<file path="src/rtl/if_queue_pkg.sv">
// Shared constants and entry payload type for the instruction fetch queue.
package if_queue_pkg;

  localparam int unsigned IfqDepth  = 4;
  localparam int unsigned IfqPtrW   = $clog2(IfqDepth);
  localparam int unsigned IfqCntW   = IfqPtrW + 1;
  localparam int unsigned InstAddrW = 32;
  localparam int unsigned InstW     = 32;

  // Stall vector bit positions and encodings
  localparam int unsigned StallFetch = 0;
  localparam int unsigned StallId    = 1;
  localparam int unsigned StallEx    = 2;
  localparam logic        Stop       = 1'b1;
  localparam logic        NoStop     = 1'b0;

  localparam logic [InstW-1:0] ZeroWord = '0;

  typedef struct packed {
    logic [InstAddrW-1:0] pc;
    logic [InstW-1:0]     inst;
  } ifq_entry_t;

endpackage

</file>
<file path="src/rtl/if_queue_fifo_mem.sv">
// ifq_fifo_mem storage: DEPTH x WIDTH register array, one write port,
// one asynchronous read port. Pointer and count bookkeeping live in if_queue.
//   clk, rst_n   : clock, async active-low reset (clears every entry)
//   we/waddr/wdata : synchronous write port
//   raddr/rdata  : combinational read port
module ifq_fifo_mem #(
  parameter int unsigned DEPTH = 4,
  parameter int unsigned WIDTH = 64
) (
  input  logic                     clk,
  input  logic                     rst_n,
  input  logic                     we,
  input  logic [$clog2(DEPTH)-1:0] waddr,
  input  logic [WIDTH-1:0]         wdata,
  input  logic [$clog2(DEPTH)-1:0] raddr,
  output logic [WIDTH-1:0]         rdata
);

  logic [WIDTH-1:0] mem_q [DEPTH];
  logic [WIDTH-1:0] mem_d [DEPTH];

  // Write port next-state
  always_comb begin
    mem_d = mem_q;
    if (we) begin
      mem_d[waddr] = wdata;
    end
  end

  always_ff @(posedge clk or negedge rst_n) begin
    if (!rst_n) begin
      for (int i = 0; i < int'(DEPTH); i++) begin
        mem_q[i] <= '0;
      end
    end else begin
      mem_q <= mem_d;
    end
  end

  assign rdata = mem_q[raddr];

endmodule

</file>
<file path="src/rtl/if_queue.sv">
// Instruction fetch queue between the fetch stage and ID. Buffers {pc, inst}
// pairs, presents one entry per cycle under the pipeline stall vector, inserts
// bubbles when starved or stalled from above, and requests a fetch stall when
// full. flush clears everything on the next edge.
// Optional feature macro: IFQ_BYPASS_EN (empty queue + unstalled ID forwards
// the fetched pair straight to the output registers, 1-cycle latency).
// Ports:
//   clk, rst_n       : clock, async active-low reset
//   stall[5:0]       : bit0 fetch, bit1 ID, bit2 EX (Stop = 1)
//   flush            : discard all queued and presented instructions
//   ce, if_pc, if_inst : fetch enable and fetched pair
//   stallreq_if      : combinational fetch stall request (= full)
//   id_valid, id_pc, id_inst : registered entry presented to ID
module if_queue
  import if_queue_pkg::*;
#(
  parameter int unsigned DEPTH = IfqDepth
) (
  input  logic        clk,
  input  logic        rst_n,
  input  logic [5:0]  stall,
  input  logic        flush,
  input  logic        ce,
  input  logic [31:0] if_pc,
  input  logic [31:0] if_inst,
  output logic        stallreq_if,
  output logic        id_valid,
  output logic [31:0] id_pc,
  output logic [31:0] id_inst
);

  localparam int unsigned PtrW   = $clog2(DEPTH);
  localparam int unsigned CntW   = PtrW + 1;
  localparam int unsigned EntryW = $bits(ifq_entry_t);

  logic [PtrW-1:0] wr_ptr_q, wr_ptr_d;
  logic [PtrW-1:0] rd_ptr_q, rd_ptr_d;
  logic [CntW-1:0] cnt_q, cnt_d;
  logic            id_valid_q, id_valid_d;
  ifq_entry_t      id_entry_q, id_entry_d;

  logic            full, empty, wr, pop, bypass, mem_we;
  ifq_entry_t      wr_entry, rd_entry;
  logic [EntryW-1:0] rd_data;
  logic            unused_stall;

  assign unused_stall = ^stall[5:3];

  assign full     = (cnt_q == CntW'(DEPTH));
  assign empty    = (cnt_q == '0);
  assign wr       = ce & (stall[StallFetch] == NoStop) & ~full & ~flush;
  assign pop      = ~flush & (stall[StallId] == NoStop) & ~empty;
  assign wr_entry = '{pc: if_pc, inst: if_inst};
  assign rd_entry = ifq_entry_t'(rd_data);

`ifdef IFQ_BYPASS_EN
  assign bypass = wr & empty & (stall[StallId] == NoStop);
`else
  assign bypass = 1'b0;
`endif

  // A bypassed entry goes straight to the output registers, never to storage
  assign mem_we = wr & ~bypass;

  ifq_fifo_mem #(
    .DEPTH (DEPTH),
    .WIDTH (EntryW)
  ) u_mem (
    .clk   (clk),
    .rst_n (rst_n),
    .we    (mem_we),
    .waddr (wr_ptr_q),
    .wdata (wr_entry),
    .raddr (rd_ptr_q),
    .rdata (rd_data)
  );

  // Pointer / count next-state
  always_comb begin
    wr_ptr_d = wr_ptr_q;
    rd_ptr_d = rd_ptr_q;
    cnt_d    = cnt_q;
    if (flush) begin
      wr_ptr_d = '0;
      rd_ptr_d = '0;
      cnt_d    = '0;
    end else begin
      if (mem_we) wr_ptr_d = wr_ptr_q + PtrW'(1);
      if (pop)    rd_ptr_d = rd_ptr_q + PtrW'(1);
      cnt_d = cnt_q + CntW'(mem_we) - CntW'(pop);
    end
  end

  // Output register next-state, in priority order
  always_comb begin
    id_valid_d = id_valid_q;
    id_entry_d = id_entry_q;
    if (flush) begin
      id_valid_d = 1'b0;
      id_entry_d = '0;
    end else if (stall[StallId] == Stop) begin
      // ID stalled while EX runs: slip a bubble; both stalled: hold
      if (stall[StallEx] == NoStop) begin
        id_valid_d = 1'b0;
        id_entry_d = '0;
      end
    end else if (!empty) begin
      id_valid_d = 1'b1;
      id_entry_d = rd_entry;
    end else if (bypass) begin
      id_valid_d = 1'b1;
      id_entry_d = wr_entry;
    end else begin
      id_valid_d = 1'b0;
      id_entry_d = '0;
    end
  end

  always_ff @(posedge clk or negedge rst_n) begin
    if (!rst_n) begin
      wr_ptr_q   <= '0;
      rd_ptr_q   <= '0;
      cnt_q      <= '0;
      id_valid_q <= 1'b0;
      id_entry_q <= '0;
    end else begin
      wr_ptr_q   <= wr_ptr_d;
      rd_ptr_q   <= rd_ptr_d;
      cnt_q      <= cnt_d;
      id_valid_q <= id_valid_d;
      id_entry_q <= id_entry_d;
    end
  end

  assign stallreq_if = full;
  assign id_valid    = id_valid_q;
  assign id_pc       = id_entry_q.pc;
  assign id_inst     = id_entry_q.inst;

endmodule

</file>
<file path="config.mk">
export PLATFORM = sky130hd
export DESIGN_NAME = if_queue
export DESIGN_NICKNAME = d
export VERILOG_FILES = /design/src/rtl/if_queue_pkg.sv /design/src/rtl/if_queue_fifo_mem.sv /design/src/rtl/if_queue.sv
export SDC_FILE = /design/constraint.sdc
export NUM_CORES = 1
export LEC_CHECK = 0
export ABC_AREA = 0
export BUFFER_PORTS_ARGS = -buffer_cell sky130_fd_sc_hd__buf_4
export CAP_MARGIN = 25
export CORE_ASPECT_RATIO = 2
export CORE_MARGIN = 3
export CORE_UTILIZATION = 60
export CTS_CLUSTER_SIZE = 40
export DETAILED_ROUTE_END_ITERATION = 8
export GPL_TIMING_DRIVEN = 0
export PLACE_DENSITY = 0.81
export SLEW_MARGIN = 20
export SYNTH_ARGS = -nofsm -noshare
export SYNTH_HDL_FRONTEND = slang
export SYNTH_SLANG_ARGS = --single-unit
</file>
<file path="constraint.sdc">
create_clock -name clk -period 3.4 [get_ports clk]
set_input_delay 0.34 -clock clk [delete_from_list [all_inputs] [get_ports clk]]
set_output_delay 0.34 -clock clk [all_outputs]
set_load 0.01 [all_outputs]
</file>
=== After elaboration in Yosys (flattened, before gate mapping) ===
Index checks and enable logic that the tools add are counted.

* Bits in registers: 328
* Latch bits: 0
* RAM bits: 0
* ROM bits: 0
* Output and inout port bits: 66
* Logic and storage cells: 54
* Memories: 0

* Add/subtract/negate cells: 4
* $mul: 0
* Divide/modulo/power cells: 0
* $lt $le $gt $ge: 3
* Equal/unequal tests: 2
* Shift operators: 0
* Mux-type cells: 19
* Bitwise gates (word level): 12
* Reductions and logical operators: 4

{| class="wikitable"
|+ Operator list
! kind !! number
|-
| 64-bit two-way mux || 7
|-
| 256-bit bitwise mux || 1
|-
| 64-bit binary-select mux with 2-bit select || 1
|-
| 64-bit demux with 2-bit select || 1
|-
| 2-bit two-way mux || 4
|-
| 3-bit >= comparator (second input constant) || 2
|-
| 2-bit NOT with 3-bit output || 2
|-
| 1-bit bitwise AND || 5
|-
| 1-bit NOT || 5
|-
| 2-bit by 1-bit adder with 2-bit output (second input constant) || 2
|-
| 1-bit two-way mux || 4
|-
| 2-bit nonzero test || 2
|-
| 3-bit by 1-bit adder with 3-bit output || 1
|-
| 3-bit equality test (second input constant) || 1
|-
| 3-bit zero test || 1
|-
| 3-bit by 1-bit < comparator with 1-bit output (second input constant) || 1
|-
| 3-bit two-way mux || 1
|-
| 3-bit by 2-bit != test with 1-bit output (second input constant) || 1
|-
| 3-bit by 1-bit subtractor with 3-bit output || 1
|-
| 1-bit logical AND || 1
|}

=== Depth between registers and ports, before layout ===
Gate-level depths: netlist of the first run.

* Word-level depth: 7
* Gate-level depth with buffers: 11
* Mapped depth without buffers: 11

=== Cells and area by module ===
A second synthesis of the first run with hierarchy kept.

* Cell total of the unflattened synthesis: 804
* Area total of the unflattened synthesis: 13,875.8 um^2

{| class="wikitable"
|+ By module, submodules not included
! module !! instances !! cells each !! area each (um^2)
|-
| ifq_fifo_mem || 1 || 621 || 11,162.0
|-
| if_queue || 1 || 183 || 2,713.9
|}

=== Worst setup path after synthesis of the first run ===
No wires, ideal clock.

* Kind: reg-to-reg
* Start: reg cnt_q[1]
* End: reg cnt_q[2]
* Setup time: 0.086 ns
* Data arrival time: 2.343 ns
* Required time: 3.314 ns
* Path slack: 0.971 ns
* Stages on the path, launching flop included: 12
* Buffers on the path: 1
* Clock period less this slack: 2.429 ns
* Cell sequence: dfrtp_1 -> nor3_1 -> nor3_1 -> clkbuf_1 -> ha_1 -> inv_1 -> ha_1 -> inv_1 -> fa_1 -> xor2_1 -> and2_1 -> nor3_1

* Word-level cells in the longest chain between the ends: 7
* Elaborated cells between the ends (all ways): 10

{| class="wikitable"
|+ RTL lines
! item !! line !! RTL
|-
| start, declared || if_queue.sv:38 || <nowiki>logic [CntW-1:0] cnt_q, cnt_d;</nowiki>
|-
| start signal, assigned || if_queue.sv:129 || <nowiki>cnt_q <= cnt_d;</nowiki>
|-
| 3-bit equality test || if_queue.sv:49 || <nowiki>assign full = (cnt_q == CntW'(DEPTH));</nowiki>
|-
| 1-bit NOT || if_queue.sv:51 || <nowiki>assign wr = ce & (stall[StallFetch] == NoStop) & ~full & ~flush;</nowiki>
|-
| 1-bit bitwise AND (2 in a row) || if_queue.sv:51 ||
|-
| 3-bit by 1-bit adder with 3-bit output || if_queue.sv:90 || <nowiki>cnt_d = cnt_q + CntW'(mem_we) - CntW'(pop);</nowiki>
|-
| 3-bit by 1-bit subtractor with 3-bit output (*) || if_queue.sv:90 ||
|-
| 3-bit two-way mux (*) || if_queue.sv:83 || <nowiki>if (flush) begin</nowiki>
|-
| net cnt_d[2] || if_queue.sv:38 ||
|}

Mark *: on every way through the listed nets, which the timed path passes. The rest lies on a longest branch.
A chain may end at the register's enable or synchronous reset.

=== Worst setup path in the final report of the first run ===
Ends and elaborated chain as after synthesis.

==> flow_summary.json, run 1 <==
{
  "status": "finished clean",
  "number_of_cells_in_the_design_after_placement": 1284,
  "synth.lib_cells_used.distinct": 31,
  "detail_route.drc_violations": 0,
  "io-pin-count": 140,
  "grt_max_degree": 95,
  "period_needed_ns": 2.94,
  "crit_path_start": "cnt_q[1]",
  "postSynthNetCount": 894,
  "cell_area_placed_mm2": 0.0165,
  "rsz_0062_raised_after_global_routing": "no",
  "clock_root_buffer": "clkbuf_16",
  "area_of_the_die_mm2": 0.0270,
  "detail_route.wl_per_cell_um": 23.3,
  "design.core.area_mm2": 0.0245,
  "hold-worst-slack_ns": 0.0441,
  "worst_r2r_endpoint": "cnt_q[2]",
  "post_cts_gate_resize_count": 0,
  "synth_area_per_cell_um2": 18.4,
  "drt_first_iter_violations": 401,
  "clock_sink_count": 328,
  "fillerInstances": 1637,
  "num_antenna_cells": 0,
  "irDropWorstVdd_uv": 513,
  "hold_path.class": "in -> reg",
  "setup_slack_ns": 0.457,
  "slew_headroom_pct": 47.1,
  "cts_buffers": 29,
  "final-setup-viol-count": 0,
  "timing.critical_path.to_type": "flop",
  "drt_pass1_iterations": 4,
  "synth_edf_count": 0,
  "syn_warnings": 0,
  "syn_inst": 813,
  "grt_pass1_vias": 9128,
  "dr_total_vias": 7751,
  "asyncSetResetFlopFracSynth_pct": 100,
  "dp.final_hpwl_um": 20900,
  "worst_hold_startpoint": "if_inst[0]",
  "min_delay_path_depth": 2,
  "cts_tree": "built",
  "post_route_clock_skew_ns": 0.0116,
  "critical_path_required_time_ns": 3.86,
  "cellLeakagePower_nw": 8.19,
  "ys.flop_type": "dfrtp_1",
  "grt_first_pass_wirelength_um": 51400,
  "cts-root-to-sink-buffers": 3,
  "wl_um": 31200,
  "cap_violations": 0,
  "min_delay_worst_endpoint": "u_mem.mem_q[192]",
  "synth.top_cells.by_area": "dfrtp_1 55%, mux2_4 24%, mux4_2 9.6%",
  "antenna_found_initial": 0,
  "layout-drive-gt1-share_pct": 55.3,
  "clock_insertion_delay_worst_skew_ns": 0.55,
  "power.density_mw_per_mm2": 701,
  "worstRegToRegCells": 11,
  "synthToLayoutAreaGrowth_pct": 16.7,
  "timing.final.hold_violations": 0,
  "post_layout_nonfiller_instances": 1336,
  "clock_pin_slew_on_the_worst_setup_and_hold_paths_ns": 0.07,
  "yosysTopAreaCellShare_pct": 54.7,
  "stdcell_area_mm2": 0.0175,
  "final_net_count": 1065,
  "seq_area_frac_synth_pct": 54.7,
  "critical_path.startpoint_type": "flop",
  "reg2reg_slack_ns": 0.46,
  "dp_slack_ns": 0.358,
  "die_w_um": 118,
  "post-route-util_pct": 71.3,
  "grt_overflow_total": 0,
  "via_per_inst": 5.80,
  "worst_ep_arrival_time_ns": 3.40,
  "postSynthRegisterBits": 328,
  "critical_path.reg2reg.startpoint": "cnt_q[1]",
  "htree_levels": 1,
  "chipHeight_um": 230,
  "synth_top_cell_by_area": "dfrtp_1",
  "report.final.slew_viol_count": 0,
  "buffer_ports.inserted": 136,
  "critical_path_peak_fanout": 10,
  "period_share_pct": 86.6,
  "achievable-frequency_mhz": 340,
  "ant_nets": 0,
  "worstMarginPinSlew_ns": 0.794,
  "syn-cell-area_mm2": 0.0150,
  "worstSetupPathType": "reg -> reg",
  "finalWeightedCongestion": 0.746,
  "globalRouteTotalUtil_pct": 23.9,
  "placementRows": 81,
  "floorplan.initialDensity_pct": 61.1
}
[worst max-delay path by stage]
stage,slack [ns],cells past startpoint,to
floorplan,0.97,11,cnt_q[2]
global placement,-0.90,1,id_valid
detailed placement,0.36,12,cnt_q[2]
CTS,0.42,11,cnt_q[2]
global route,0.15,11,cnt_q[2]
finish,0.46,11,cnt_q[2]
[flip-flops by register name, summed over array words and instances (netlist names)]
name         count
id_inst         32
cnt_q            3
id_valid         1
u_mem.mem_q    256
rd_ptr_q         2
wr_ptr_q         2
id_pc           32
[metal layers]
metal  vias up  routed length (um)  global-route usage (%)
met1      4169               12400                    29.6
met5         -                   0                       0
met3        43                1270                    3.46
met2       167               16900                    43.5
met4         0                 589                    6.72
li1       3372                   -                       -
[final cells by class]
type                    count  area (um^2)  share of cell area (%)
multi-input cells         421         6100                    34.9
clock buffers              45          906                    5.18
plain buffers              58          664                    3.80
repair buffers            140         1120                    6.41
flip-flops and latches    328         8210                    46.9
well taps                 332          415                    2.37
inverters                   6         25.0                   0.143
clock inverters             6         57.6                   0.329
[placed cells by master, fill, tap and decap left out, types with 4 or more instances in the layout]
cell type,count
ha_1,6
nor4b_2,4
a22o_1,64
a21oi_1,4
mux2_4,240
buf_6,4
mux4_2,64
clkbuf_1,18
clkbuf_16,29
clkinv_2,4
clkbuf_8,12
buf_2,12
buf_12,24
dfrtp_1,328
inv_1,5
mux2_2,16
buf_4,138
[power by group]
group          leakage (nW)  switching [mW]  total (mW)  internal (mW)
logic                  3.37            1.13        3.39           2.26
registers              4.34           0.625        5.55           4.93
clock network         0.478            1.43        3.33           1.90
total                  8.19            3.19        12.3           9.08
[synth_stat cells (2+ instances only)]
cell type / count
clkbuf_1: 14
mux2_4: 240
dfrtp_1: 328
nor2_1: 2
nor4b_2: 4
nor3_1: 3
buf_4: 3
mux4_2: 64
inv_1: 5
nand3_1: 2
a21oi_1: 4
ha_1: 6
a22o_1: 64
o21ai_0: 3
buf_2: 12
buf_12: 24
nor2b_1: 2
mux2_2: 16
or3_1: 2
buf_6: 4
[worst max-delay path: stages (launching register included)]
cell and delay [ns]:
dfrtp_1 0.43, nor3_1 0.50, nor3_1 0.14, clkbuf_1 0.33
ha_1 0.37, inv_1 0.05, ha_1 0.13, inv_1 0.05
fa_1 0.40, xor2_1 0.16, and2_1 0.16, nor3_1 0.12
[stage by stage]
| step | power, mW | setup TNS [ns] |
|---|---|---|
| 6_report | 12.3 | 0 |
| 3_5_place_dp | 9.01 | 0 |
| 3_3_place_gp | 8.84 | -284.02 |
| 2_1_floorplan | 8.00 | 0 |
| 4_1_cts | 12.4 | 0 |
| 5_1_grt | 12.9 | 0 |
[cells by family (layout without fill, tap and decap cells)]
group           Yosys count  after routing  synth area share (%)
flops                   328            328                  54.7
simple gates             20             20                  1.05
buf+inv                  64            255                  4.60
xor+xnor                  1              1                0.0584
fa+ha+maj                 7              7                 0.634
compound gates           73             73                  4.07
mux                     320            320                  34.8
[repair_timing]
item	in CTS	in global routing
endpoints found under the hold margin	83	0
buffers inserted	0	0
hold buffers	1	0
(Power assumes the default switching activity.)
==> run 2: changes to the inputs <==
clock period = 2.95 ns   (was 3.4 ns; I/O delays follow)
==> run 2 against run 1 <==
Non-clock buffer count up 62. Critical path depth unchanged. Sequential cell count unchanged. Routed wire length up 2.4%. Final cell count up 4.6%. Sequential share of layout area down 1.6 points. First-iteration DRC count down 3.5%. Total power up 16%. Register-to-register slack worse by 0.20 ns. Clock power up 15%. Global-route usage up 0.55 points. Via count up 3.9%. Largest power group unchanged.
==> flow_summary.json, run 2 (same netlist as run 1, synthesis figures left out) <==
{
  "clock_insertion_delay_worst_skew_ns": 0.55,
  "area_of_the_die_mm2": 0.0270,
  "grt_pass1_vias": 9453,
  "final_net_count": 1127,
  "period_needed_ns": 2.70,
  "worst_ep_arrival_time_ns": 3.16,
  "top_register": "u_mem.mem_q",
  "cts_tree": "built",
  "critical_path_required_time_ns": 3.41,
  "dp_slack_ns": -0.0466,
  "layout-drive-gt1-share_pct": 52.3,
  "critical_path_peak_fanout": 10,
  "mostFrequentLayoutCell": "dfrtp_1",
  "post_layout_nonfiller_instances": 1398,
  "clock_pin_slew_on_the_worst_setup_and_hold_paths_ns": 0.07,
  "power.share.sequential_pct": 45.0,
  "status": "finished clean",
  "timing.final.hold_violations": 0,
  "post_route_clock_skew_ns": 0.00949,
  "cts-root-to-sink-buffers": 3,
  "switching_share_pct": 26.1,
  "critPathMaxStageDelay_ns": 0.44,
  "drt_first_iter_violations": 387,
  "critical_path.cell_chain": "nor3_2 -> nor3_1 -> clkbuf_2 -> ha_1 -> inv_1 -> ha_1 -> inv_1 -> fa_1 -> xor2_1 -> and2_1 -> nor3_1",
  "achievable-frequency_mhz": 371,
  "cap_violations": 0,
  "buffer_ports.inserted": 136,
  "switching_power_mw": 3.71,
  "intPower_mw": 10.5,
  "post-route-util_pct": 73.9,
  "floorplan.initialDensity_pct": 61.1,
  "slew_headroom_pct": 48.4,
  "detail_route.wl_per_cell_um": 22.8,
  "clock_power_share_pct": 27.0,
  "dp.final_hpwl_um": 20900,
  "cts_buffers": 29,
  "io-pin-count": 140,
  "hold_path.class": "in -> reg",
  "crit_slowest_cell": "dfrtp_1",
  "worstSetupPathType": "reg -> reg",
  "power.density_mw_per_mm2": 786,
  "die_w_um": 118,
  "design.core.area_mm2": 0.0245,
  "irDropWorstVdd_uv": 597,
  "cellLeakagePower_nw": 8.46,
  "timing.critical_path.to_type": "flop",
  "via_per_inst": 5.76,
  "grt_max_degree": 95,
  "critical_path.top_delay_family": "adder cells",
  "post-cts-setup-buffer-count": 0,
  "largest_register_ffs": 256,
  "htree_levels": 1,
  "critical_path.startpoint_type": "flop",
  "antenna_found_initial": 0,
  "clock_root_buffer": "clkbuf_16",
  "drt_pass1_iterations": 4,
  "synthToLayoutAreaGrowth_pct": 20.9,
  "rsz_0062_raised_after_global_routing": "no",
  "layout.cells.most_common_list": "328 x dfrtp_1, 240 x mux2_4, 138 x buf_4",
  "power_frac_comb_pct": 28.0,
  "dr_total_vias": 8057,
  "setup_slack_ns": 0.254,
  "num_antenna_cells": 0,
  "report.final.slew_viol_count": 0,
  "number_of_cells_in_the_design_after_placement": 1284,
  "ant_nets": 0,
  "clock_sink_count": 328,
  "grt_overflow_total": 0,
  "crit_buf_inv": 3,
  "worstMarginPinSlew_ns": 0.774,
  "wl_um": 31900,
  "chipHeight_um": 230,
  "grt_first_pass_wirelength_um": 52700,
  "finalWeightedCongestion": 0.746,
  "detail_route.drc_violations": 0,
  "final-setup-viol-count": 0,
  "placementRows": 81,
  "globalRouteTotalUtil_pct": 24.4,
  "period_share_pct": 91.4
}
[run 2: changes by cell type in the layout (fill, tap and decap cells not counted)]
cell,change
clkbuf_1,-1
clkbuf_2,+1
dlygate4sd3_1,+62
nor3_1,-1
nor3_2,+1
[run 2: worst reg2reg max path, delay by kind of cell, from the launching register on]
family,cells,cell delay (ns)
AND/OR/NAND/NOR,4,0.78
adder cells (fa/ha/maj),3,0.86
buffers and inverters,3,0.36
XOR/XNOR,1,0.16
flip-flops,1,0.44
[run 2: routing by layer]
layer,vias to the layer above,part of all wire (%),global-route usage [%]
li1,3498,-,-
met1,4293,40,30.4
met2,196,54,44.3
met3,70,3.9,3.24
met4,0,2.7,7.52
met5,-,0,0
[run 2: what timing repair did]
action | 4_1_cts | 5_1_grt
hold buffers | 63 | 0
setup endpoints to repair | 1 | 1
endpoints found under the hold margin | 310 | 0
resized for setup | 1 | 2
gates cloned | 0 | 0
[run 2: through the flow]
| step | power, mW | hold WS [ns] | cell area [um^2] | TNS [ns] |
|---|---|---|---|---|
| after floorplan | 9.23 | -0.000591 | 15000 | 0 |
| after global placement | 10.2 | 0.464 | 16400 | -416.86 |
| after detailed placement | 10.4 | 0.346 | 16500 | -0.0466 |
| after CTS | 14.4 | 0.00294 | 18100 | 0 |
| after global routing | 14.9 | 0.00957 | 18100 | 0 |
| final | 14.2 | 0.0273 | 18100 | 0 |
[run 2: power by group through the flow]
| stage | clock network [mW] | logic, mW | registers [mW] |
|---|---|---|---|
| 2_1_floorplan | 0 | 2.97 | 6.25 |
| 3_3_place_gp | 0 | 3.81 | 6.38 |
| 3_5_place_dp | 0 | 3.96 | 6.42 |
| 4_1_cts | 3.92 | 4.04 | 6.39 |
| 5_1_grt | 4.10 | 4.27 | 6.55 |
| 6_report | 3.84 | 3.99 | 6.41 |
[run 2: final cells by class]
cell class	count	area, um^2
clock buffers	45	906
inverters	6	25.0
repair buffers	202	1740
clock inverters	6	57.6
plain buffers	58	666
well taps	332	415
fillers	1553	6400
multi-input cells	421	6100
flip-flops and latches	328	8210
[run 2: path summary, 6_finish.rpt]
| check | startpoint | depth (start not counted) | slack, ns | endpoint |
|---|---|---|---|---|
| max | cnt_q[1] | 11 | 0.25 | cnt_q[2] |
| min | if_pc[24] | 2 | 0.03 | u_mem.mem_q[56] |
| max reg2reg | cnt_q[1] | 11 | 0.25 | cnt_q[2] |
| min reg2reg | id_valid | 1 | 0.50 | id_valid |
| max in group asynchronous | rst_n | 4 | 1.43 | u_mem.mem_q[145] |
| min in group asynchronous | rst_n | 2 | 0.33 | u_mem.mem_q[37] |
==> run 3: changes to the inputs <==
PLACE_DENSITY = 0.79   (was 0.81)
==> run 3 against run 2 <==
Worst setup slack lost 0.037 ns. Critical endpoint unchanged. Critical path type unchanged. Worst hold slack worse by 0.0097 ns. Count of clock-buffer cells in the layout decreased by 3. Non-clock buffer count shrank 7. Sequential cell count is the same. Via count shrank 1.6%.
==> flow_summary.json, run 3 (same netlist as run 1, synthesis figures left out) <==
{
  "hold_path.class": "in -> reg",
  "area_of_the_die_mm2": 0.0270,
  "finalWeightedCongestion": 0.757,
  "post_layout_nonfiller_instances": 1392,
  "ant_nets": 0,
  "irDropWorstVdd_uv": 639,
  "post-cts-setup-buffer-count": 0,
  "grt_overflow_total": 0,
  "stdcell_area_mm2": 0.0180,
  "grt_pass1_vias": 9115,
  "mostFrequentLayoutCell": "dfrtp_1",
  "tns_ns": 0,
  "layout.cells.most_common_list": "328 x dfrtp_1, 240 x mux2_4, 138 x buf_4",
  "timing.critical_path.to_type": "flop",
  "critical_path_peak_fanout": 10,
  "detail_route.drc_violations": 0,
  "globalRouteTotalUtil_pct": 24.0,
  "route.top_layer_used": "met4",
  "cell_area_placed_mm2": 0.0165,
  "chipHeight_um": 230,
  "dp_slack_ns": -0.0567,
  "via_per_inst": 5.69,
  "grt_max_degree": 99,
  "buffer_ports.inserted": 136,
  "top_register": "u_mem.mem_q",
  "final-setup-viol-count": 0,
  "clock_root_buffer": "clkbuf_16",
  "report.final.slew_viol_count": 0,
  "critical_path.startpoint_type": "flop",
  "htree_levels": 1,
  "detail_route.wl_per_cell_um": 22.5,
  "post_route_clock_skew_ns": 0.0129,
  "status": "finished clean",
  "wl_met1_um": 12700,
  "worst_ep_arrival_time_ns": 3.20,
  "placementRows": 81,
  "power.density_mw_per_mm2": 786,
  "drt_pass1_iterations": 5,
  "fillerInstances": 1589,
  "worstMarginPinSlew_ns": 0.844,
  "post-route-util_pct": 73.5,
  "setup_slack_ns": 0.217,
  "final_net_count": 1120,
  "drt_first_iter_violations": 424,
  "cts_buffers": 29,
  "wl_um": 31300,
  "clock_sink_count": 328,
  "dp.final_hpwl_um": 20400,
  "cellLeakagePower_nw": 8.41,
  "timing.final.hold_violations": 0,
  "cap_violations": 0,
  "dr_total_vias": 7927,
  "achievable-frequency_mhz": 366,
  "period_needed_ns": 2.73,
  "met3_length_um": 1120,
  "largest_register_ffs": 256,
  "critical_path_required_time_ns": 3.42,
  "cts_tree": "built",
  "worstSetupPathType": "reg -> reg",
  "io-pin-count": 140,
  "clock_pin_slew_on_the_worst_setup_and_hold_paths_ns": 0.07,
  "cts-root-to-sink-buffers": 3,
  "period_share_pct": 92.6,
  "floorplan.initialDensity_pct": 61.1,
  "design.core.area_mm2": 0.0245,
  "synthToLayoutAreaGrowth_pct": 20.2,
  "wl_met2_um": 16800,
  "layout-drive-gt1-share_pct": 52.1,
  "antenna_found_initial": 1,
  "clock_insertion_delay_worst_skew_ns": 0.55,
  "grt_first_pass_wirelength_um": 52000,
  "slew_headroom_pct": 43.7,
  "die_w_um": 118,
  "number_of_cells_in_the_design_after_placement": 1284
}
run 3: worst paths after layout:
kind                            from          endpoint  slack (ns)  cells after the start
max                         cnt_q[1]          cnt_q[2]        0.22                     11
min                        if_pc[29]  u_mem.mem_q[189]        0.02                      2
max reg2reg                 cnt_q[1]          cnt_q[2]        0.22                     11
min reg2reg                 id_valid          id_valid        0.49                      1
max in group asynchronous      rst_n  u_mem.mem_q[141]        1.30                      4
min in group asynchronous      rst_n  u_mem.mem_q[228]        0.36                      2
run 3: final cells by class:
cell class | count | area [um^2] | area share (%)
Timing Repair Buffer | 195 | 1670 | 9.27
Clock inverter | 9 | 123 | 0.680
Buffer | 58 | 666 | 3.69
Multi-Input combinational cell | 421 | 6100 | 33.8
Inverter | 6 | 25.0 | 0.139
Antenna cell | 1 | 2.50 | 0.0139
Tap cell | 332 | 415 | 2.30
Sequential cell | 328 | 8210 | 45.5
Clock buffer | 42 | 815 | 4.52
run 3: critical path: stages (launching register included):
cell and delay [ns]:
dfrtp_1 0.45, nor3_2 0.38, nor3_1 0.14, clkbuf_2 0.26, ha_1 0.33, inv_1 0.06
ha_1 0.13, inv_1 0.05, fa_1 0.40, xor2_1 0.16, and2_1 0.16, nor3_1 0.12
run 3: per-layer routing:
layer / track usage (%) / up-vias
met5: 0 / -
met4: 6.39 / 0
met3: 3.19 / 43
met2: 42.6 / 160
met1: 31.2 / 4234
li1: - / 3490
run 3: report_power, final:
group          switching [mW]  internal (mW)  total, mW
clock network            1.65           2.17       3.82
registers               0.700           5.68       6.38
logic                    1.32           2.65       3.98
total                    3.67           10.5       14.2
run 3: timing repair:
item / CTS / global route
hold buffers: 56 / 0
endpoints found under the setup margin: 0 / 1
resized for setup: 0 / 3
endpoints found under the hold margin: 309 / 0
run 3: per-stage QoR:
stage | hold WS, ns | total power, mW
after floorplan | -0.000591 | 9.23
after global placement | 0.474 | 10.2
after detailed placement | 0.370 | 10.4
after CTS | 0.000502 | 14.3
after global routing | 0.00400 | 14.9
final | 0.0176 | 14.2
